## config.mk

```make
export PLATFORM = sky130hd
export DESIGN_NAME = carregador_programa
export DESIGN_NICKNAME = d
export VERILOG_FILES = /design/src/rtl/carregador_pkg.sv /design/src/rtl/contador_enderecos.sv /design/src/rtl/carregador_programa.sv
export SDC_FILE = /design/constraint.sdc
export NUM_CORES = 1
export LEC_CHECK = 0
export CELL_PAD_IN_SITES_DETAIL_PLACEMENT = 0
export CELL_PAD_IN_SITES_GLOBAL_PLACEMENT = 1
export CORE_ASPECT_RATIO = 1.75
export CORE_MARGIN = 2
export CORE_UTILIZATION = 35
export DETAILED_ROUTE_END_ITERATION = 8
export PLACE_DENSITY = 0.73
export SLEW_MARGIN = 20
export SYNTH_ARGS = -nofsm -noshare
export SYNTH_HDL_FRONTEND = slang
export SYNTH_HIERARCHICAL = 1
export SYNTH_SLANG_ARGS = --single-unit
```

## constraint.sdc

```tcl
create_clock -name clk -period 2.03 [get_ports clk]
set_input_delay 0.609 -clock clk [delete_from_list [all_inputs] [get_ports clk]]
set_output_delay 0.609 -clock clk [all_outputs]
set_load 0.1 [all_outputs]
```

## src/rtl/carregador_pkg.sv

```systemverilog
// Shared types and constants for the instruction-memory program loader.
package carregador_pkg;
    localparam int ADDR_W_DEF = 8;
    localparam int DATA_W_DEF = 8;
    // A length byte of zero encodes a full 2**ADDR_W-byte program.
    localparam bit LEN_ZERO_MEANS_256 = 1'b1;

    typedef enum logic [2:0] {
        IDLE = 3'd0,
        LEN  = 3'd1,
        DATA = 3'd2,
        CHK  = 3'd3,
        FIN  = 3'd4
    } state_t;
endpackage

```

## src/rtl/contador_enderecos.sv

```systemverilog
// Clearable, enabled up-counter for the write address, with terminal-count
// flag that is high while the counter points at the last byte of the frame.
module contador_enderecos #(
    parameter int W = 9
) (
    input  logic         clk,
    input  logic         rst_n,
    input  logic         clr,
    input  logic         en,
    input  logic [W-1:0] n,
    output logic [W-1:0] count,
    output logic         tc
);
    always_ff @(posedge clk or negedge rst_n) begin
        if (!rst_n)
            count <= '0;
        else if (clr)
            count <= '0;
        else if (en)
            count <= count + W'(1);
    end

    assign tc = (count == n - W'(1));
endmodule

```

## src/rtl/carregador_programa.sv

```systemverilog
// Program loader: framed byte stream (length, data, XOR checksum) written to
// instruction memory from address 0, holding the processor off via busy.
module carregador_programa
    import carregador_pkg::*;
#(
    parameter int ADDR_W = ADDR_W_DEF,
    parameter int DATA_W = DATA_W_DEF
) (
    input  logic              clk,
    input  logic              rst_n,
    input  logic              start,
    input  logic              in_valid,
    input  logic [DATA_W-1:0] in_data,
    output logic              in_ready,
    output logic              mem_we,
    output logic [ADDR_W-1:0] mem_addr,
    output logic [DATA_W-1:0] mem_wdata,
    output logic              busy,
    output logic              done,
    output logic              chk_err,
    output logic [ADDR_W:0]   count
);
    localparam int CW = ADDR_W + 1;

    state_t            state;
    logic [CW-1:0]     n_len;
    logic [CW-1:0]     len_n;
    logic [DATA_W-1:0] xsum;
    logic              accept;
    logic              cnt_clr;
    logic              cnt_en;
    logic              tc;

    assign accept  = in_valid && in_ready;
    assign cnt_clr = (state == IDLE) && start;
    assign cnt_en  = accept && (state == DATA);
    assign len_n   = (in_data == '0 && LEN_ZERO_MEANS_256) ? CW'(2 ** ADDR_W) : CW'(in_data);

    contador_enderecos #(.W(CW)) u_cnt (
        .clk   (clk),
        .rst_n (rst_n),
        .clr   (cnt_clr),
        .en    (cnt_en),
        .n     (n_len),
        .count (count),
        .tc    (tc)
    );

    // in_ready/busy/done are loaded alongside the state so they depend on state only.
    always_ff @(posedge clk or negedge rst_n) begin
        if (!rst_n) begin
            state    <= IDLE;
            in_ready <= 1'b0;
            busy     <= 1'b0;
            done     <= 1'b0;
            chk_err  <= 1'b0;
            n_len    <= '0;
            xsum     <= '0;
        end else begin
            done <= 1'b0;
            case (state)
                IDLE: if (start) begin
                    state    <= LEN;
                    in_ready <= 1'b1;
                    busy     <= 1'b1;
                    chk_err  <= 1'b0;
                    xsum     <= '0;
                end
                LEN: if (accept) begin
                    n_len <= len_n;
                    state <= DATA;
                end
                DATA: if (accept) begin
                    xsum <= xsum ^ in_data;
                    if (tc) state <= CHK;
                end
                CHK: if (accept) begin
                    chk_err  <= (in_data != xsum);
                    done     <= 1'b1;
                    in_ready <= 1'b0;
                    state    <= FIN;
                end
                FIN: begin
                    busy  <= 1'b0;
                    state <= IDLE;
                end
                default: begin
                    state    <= IDLE;
                    in_ready <= 1'b0;
                    busy     <= 1'b0;
                end
            endcase
        end
    end

    // mem_addr trails count by one cycle: it shows the written address during
    // the write, then the next free address (0 after a full 256-byte frame).
    always_ff @(posedge clk or negedge rst_n) begin
        if (!rst_n) begin
            mem_we    <= 1'b0;
            mem_addr  <= '0;
            mem_wdata <= '0;
        end else begin
            mem_we   <= cnt_en;
            mem_addr <= count[ADDR_W-1:0];
            if (cnt_en) mem_wdata <= in_data;
        end
    end
endmodule
```

==> metrics.log <==
[metrics] DIE HEIGHT: roughly 110 µm
[metrics] Post-synth EDFFs: 0
[metrics] placer's final routability congestion estimate: 0.825
[metrics] failing checks: setup timing
[metrics] final hold vios: 0
[metrics] filler cell count in the final layout: 602
[metrics] max-slew violation total from the final report: 0
[metrics] vias after detailed routing: between 2000 and 2500
[metrics] worst slew margin relative to its limit: 0.699
[metrics] area of the multi-input gates: 0.00120 mm²
[metrics] setup violation total in the final timing report: 1
[metrics] Crit. End Element: flip-flop
[metrics] number of vias per cell after detailed routing: 4.95
[metrics] part of the cycle the worst path needs: 1.03
[metrics] Netlist Area Pre-Place: 0.00243 mm²
[metrics] biggest fanout along the worst timing path: 5
[metrics] dominant register cell in the synthesized netlist: sky130_fd_sc_hd__dfrtp_1
[metrics] clock buffer count from CTS: 5
[metrics] Port Buffers: roughly 40
[metrics] Tot GR Track Use: 0.176
[metrics] layout cell share with drive strength beyond 1: 0.388
[metrics] TritonRoute pass-1 iters: 4
[metrics] register cell area after layout: between 0.001 and 0.0015 mm²
[metrics] WL/cell: about 15 µm
[metrics] worst-case reg-to-reg path depth: 10
[metrics] peak ir drop on the vdd network: 0.981 mV
[metrics] post-layout instance area: approximately 0.0038 mm²
[metrics] critical register-to-register path startpoint: n_len[0]
[metrics] flops & latches, synth: 50
[metrics] final cell utilization of the core: 0.562
[metrics] total DRC errors in the routed layout: 0
[metrics] level count of the clock H-tree: 2
[metrics] Overall Power: 6.11 mW
[metrics] Die Area: about 0.0077 mm²
[metrics] count of maximum capacitance violations: 0
[metrics] hold crit path type: in2async
[metrics] Total Neg Setup Slack: -0.0693 ns
[metrics] antenna violation net count after detailed routing: 0
[metrics] Pleak: between 1.5 and 2 nW
[metrics] # clock sinks: 50
[metrics] aggregate global routing overflow: 0
[metrics] worst-case setup margin in the final layout: -0.0693 ns
[metrics] fraction of post-synthesis cell area in the top cell type by area: 0.515
[metrics] effective utilization at floorplan: 0.357
[metrics] diode insertion count for antenna repair: 0
[metrics] outcome: finished with violations
[metrics] setup slack on the worst flop-to-flop path: -0.07 ns
[metrics] synthesized instance count: ~240
[metrics] clock tree from TritonCTS: built
[metrics] Clk Tree Root Cell: sky130_fd_sc_hd__clkbuf_16
[metrics] actual transition at the worst max-transition pin: between 0.4 and 0.5 ns
[metrics] clock edge transition at the registers on the reported setup and hold paths: ~0.070 ns
[metrics] dpl hpwl: ~4400 µm
[metrics] boundary pin count: 42
[metrics] Required @ worst endpoint: approximately 2.3 ns
[metrics] nets@finish: approximately 330
[metrics] core outline area: just under 0.007 mm²
[metrics] number of unique standard cell types used by synthesis: between 40 and 50
[metrics] Power Density: 1600 mW/mm²
[metrics] total nets after synthesis: 250
[metrics] endpoint of the worst-slack reg-to-reg timing path: state[0]
[metrics] Synth Area per Inst: ~10 µm²
[metrics] final worst path period need: approximately 2.1 ns
[metrics] fraction of the yosys area taken by sequential cells: 0.515
[metrics] Worst-Skew Late Latency: 0.30 ns
[metrics] row cnt: 40
[metrics] nature of the critical path startpoint: flip-flop
[metrics] number of antenna violations at the first check in global routing: 0
[metrics] setup repair after global routing missed its margin: true
[metrics] CTS max path bufs: 2
[metrics] vias in the first global route: just over 2000
[metrics] Final Skew: about 0.0056 ns
[metrics] wire length after detailed routing: about 6000 µm
[metrics] largest net degree at the start of global routing: 51
[metrics] arrival time of the worst setup path: 2.34 ns
[metrics] Synth Warn #: 6
[metrics] Die Wd: roughly 67 µm
[metrics] async set-or-reset flop fraction in the synthesized netlist: 1.00
[metrics] Synth area leaders: sky130_fd_sc_hd__dfrtp_1, sky130_fd_sc_hd__nand2_1, sky130_fd_sc_hd__xnor2_1
[metrics] violation count after the first detailed-routing iteration: 90
[metrics] total of hold buffers inserted after clock tree synthesis: 0
[metrics] Yosys top cell by area: sky130_fd_sc_hd__dfrtp_1
[metrics] area growth from synthesis to layout: 57.3%
[metrics] global-route wire length before repair: 9940 µm
[metrics] fmax: ~480 MHz
[metrics] instance area at placement: roughly 0.0035 mm²
[metrics] critical setup path kind: reg2reg
[final cells by class]
type,count,area share
Inverter,7,0.00687
Clock inverter,3,0.0114
Sequential cell,50,0.332
Timing Repair Buffer,83,0.275
Tap cell,84,0.0275
Multi-Input combinational cell,172,0.314
Clock buffer,5,0.0327
[worst max-delay path by stage]
stage,startpoint,to,slack [ns],depth (start not counted)
after floorplan,u_cnt/count[5],state[0],-0.07,8
after CTS,u_cnt/count[6],state[0],-0.07,7
after global placement,n_len[0],state[0],-0.18,9
after global routing,n_len[1],state[0],-0.14,9
final,n_len[0],state[0],-0.07,10
after detailed placement,start,u_cnt/count[8],-0.21,8
[layer usage]
layer | track usage | vias up | routed length, µm
met3 | 0.0324 | 15 | 166
met1 | 0.200 | 974 | 2290
li1 | - | 973 | -
met2 | 0.298 | 39 | 3270
met4 | 0.101 | 0 | 230
met5 | 0 | - | 0
[logic make-up (layout without fill, tap and decap cells)]
family                     after synthesis  in the layout  share of synthesized area
and+or+nand+nor                         97             97                      0.207
DFF                                     50             50                      0.515
AOI/OAI and AO/OA                       37             37                     0.0973
xor gates and xnor gates                26             26                     0.0937
buffers and inverters                   14             98                     0.0314
muxes                                   10             10                     0.0453
adders and majority gates                2              2                     0.0103
[synthesized netlist by cell type (3+ instances only)]
library cell,instances
sky130_fd_sc_hd__a21oi_1,4
sky130_fd_sc_hd__dfrtp_1,50
sky130_fd_sc_hd__inv_1,7
sky130_fd_sc_hd__mux2_2,8
sky130_fd_sc_hd__nand2_1,34
sky130_fd_sc_hd__nand2b_1,4
sky130_fd_sc_hd__nand3_1,3
sky130_fd_sc_hd__nand3b_1,4
sky130_fd_sc_hd__nand4_1,5
sky130_fd_sc_hd__nor2_1,25
sky130_fd_sc_hd__o21ai_0,20
sky130_fd_sc_hd__xnor2_1,14
sky130_fd_sc_hd__xor2_1,12
[per-stage QoR]
stage | instances | hold slack [ns] | setup WS [ns]
after floorplan | 236 | 0.313 | -0.0728
after global placement | 391 | 0.488 | -0.185
after detailed placement | 391 | 0.495 | -0.208
after CTS | 401 | 0.306 | -0.0654
after global routing | 404 | 0.324 | -0.137
final | 404 | 0.295 | -0.0693
[worst max-delay path, cell delays in order, from the launching register on]
cell                       delay [ns]
sky130_fd_sc_hd__dfrtp_2         0.45
sky130_fd_sc_hd__inv_2           0.08
sky130_fd_sc_hd__ha_4            0.16
sky130_fd_sc_hd__nor2b_4         0.18
sky130_fd_sc_hd__buf_6           0.11
sky130_fd_sc_hd__buf_4           0.08
sky130_fd_sc_hd__o21ai_1         0.05
sky130_fd_sc_hd__a311o_1         0.36
sky130_fd_sc_hd__a221oi_4        0.25
sky130_fd_sc_hd__a211o_1         0.17
sky130_fd_sc_hd__and3_1          0.15
[flip-flops by register name, summed over array words and instances (netlist names)]
signal / count
mem_we: 1
state: 3
chk_err: 1
in_ready: 1
busy: 1
done: 1
xsum: 8
n_len: 9
u_cnt/count: 9
mem_wdata: 8
mem_addr: 8
[cell usage in the layout (no fill, tap or decap), types with 8 or more instances in the layout]
master                            instances
sky130_fd_sc_hd__buf_12                  32
sky130_fd_sc_hd__buf_4                   38
sky130_fd_sc_hd__clkdlybuf4s50_1         10
sky130_fd_sc_hd__dfrtp_1                 41
sky130_fd_sc_hd__mux2_2                   8
sky130_fd_sc_hd__nand2_1                 34
sky130_fd_sc_hd__nor2_1                  24
sky130_fd_sc_hd__o21ai_0                 17
sky130_fd_sc_hd__xnor2_1                 14
sky130_fd_sc_hd__xor2_1                  11
[repair_timing]
action | CTS | global route
gates cloned | 0 | 0
endpoints found under the setup margin | 1 | 1
pin swaps | 7 | 8
resized for setup | 19 | 4
setup buffers | 2 | 3
[report_power, final]
part | internal, mW | leakage [nW] | switching, mW
clock network | 0.584 | 0.0842 | 0.387
registers | 1.33 | 0.637 | 0.403
logic | 1.50 | 0.987 | 1.90
(Power assumes the default switching activity.)
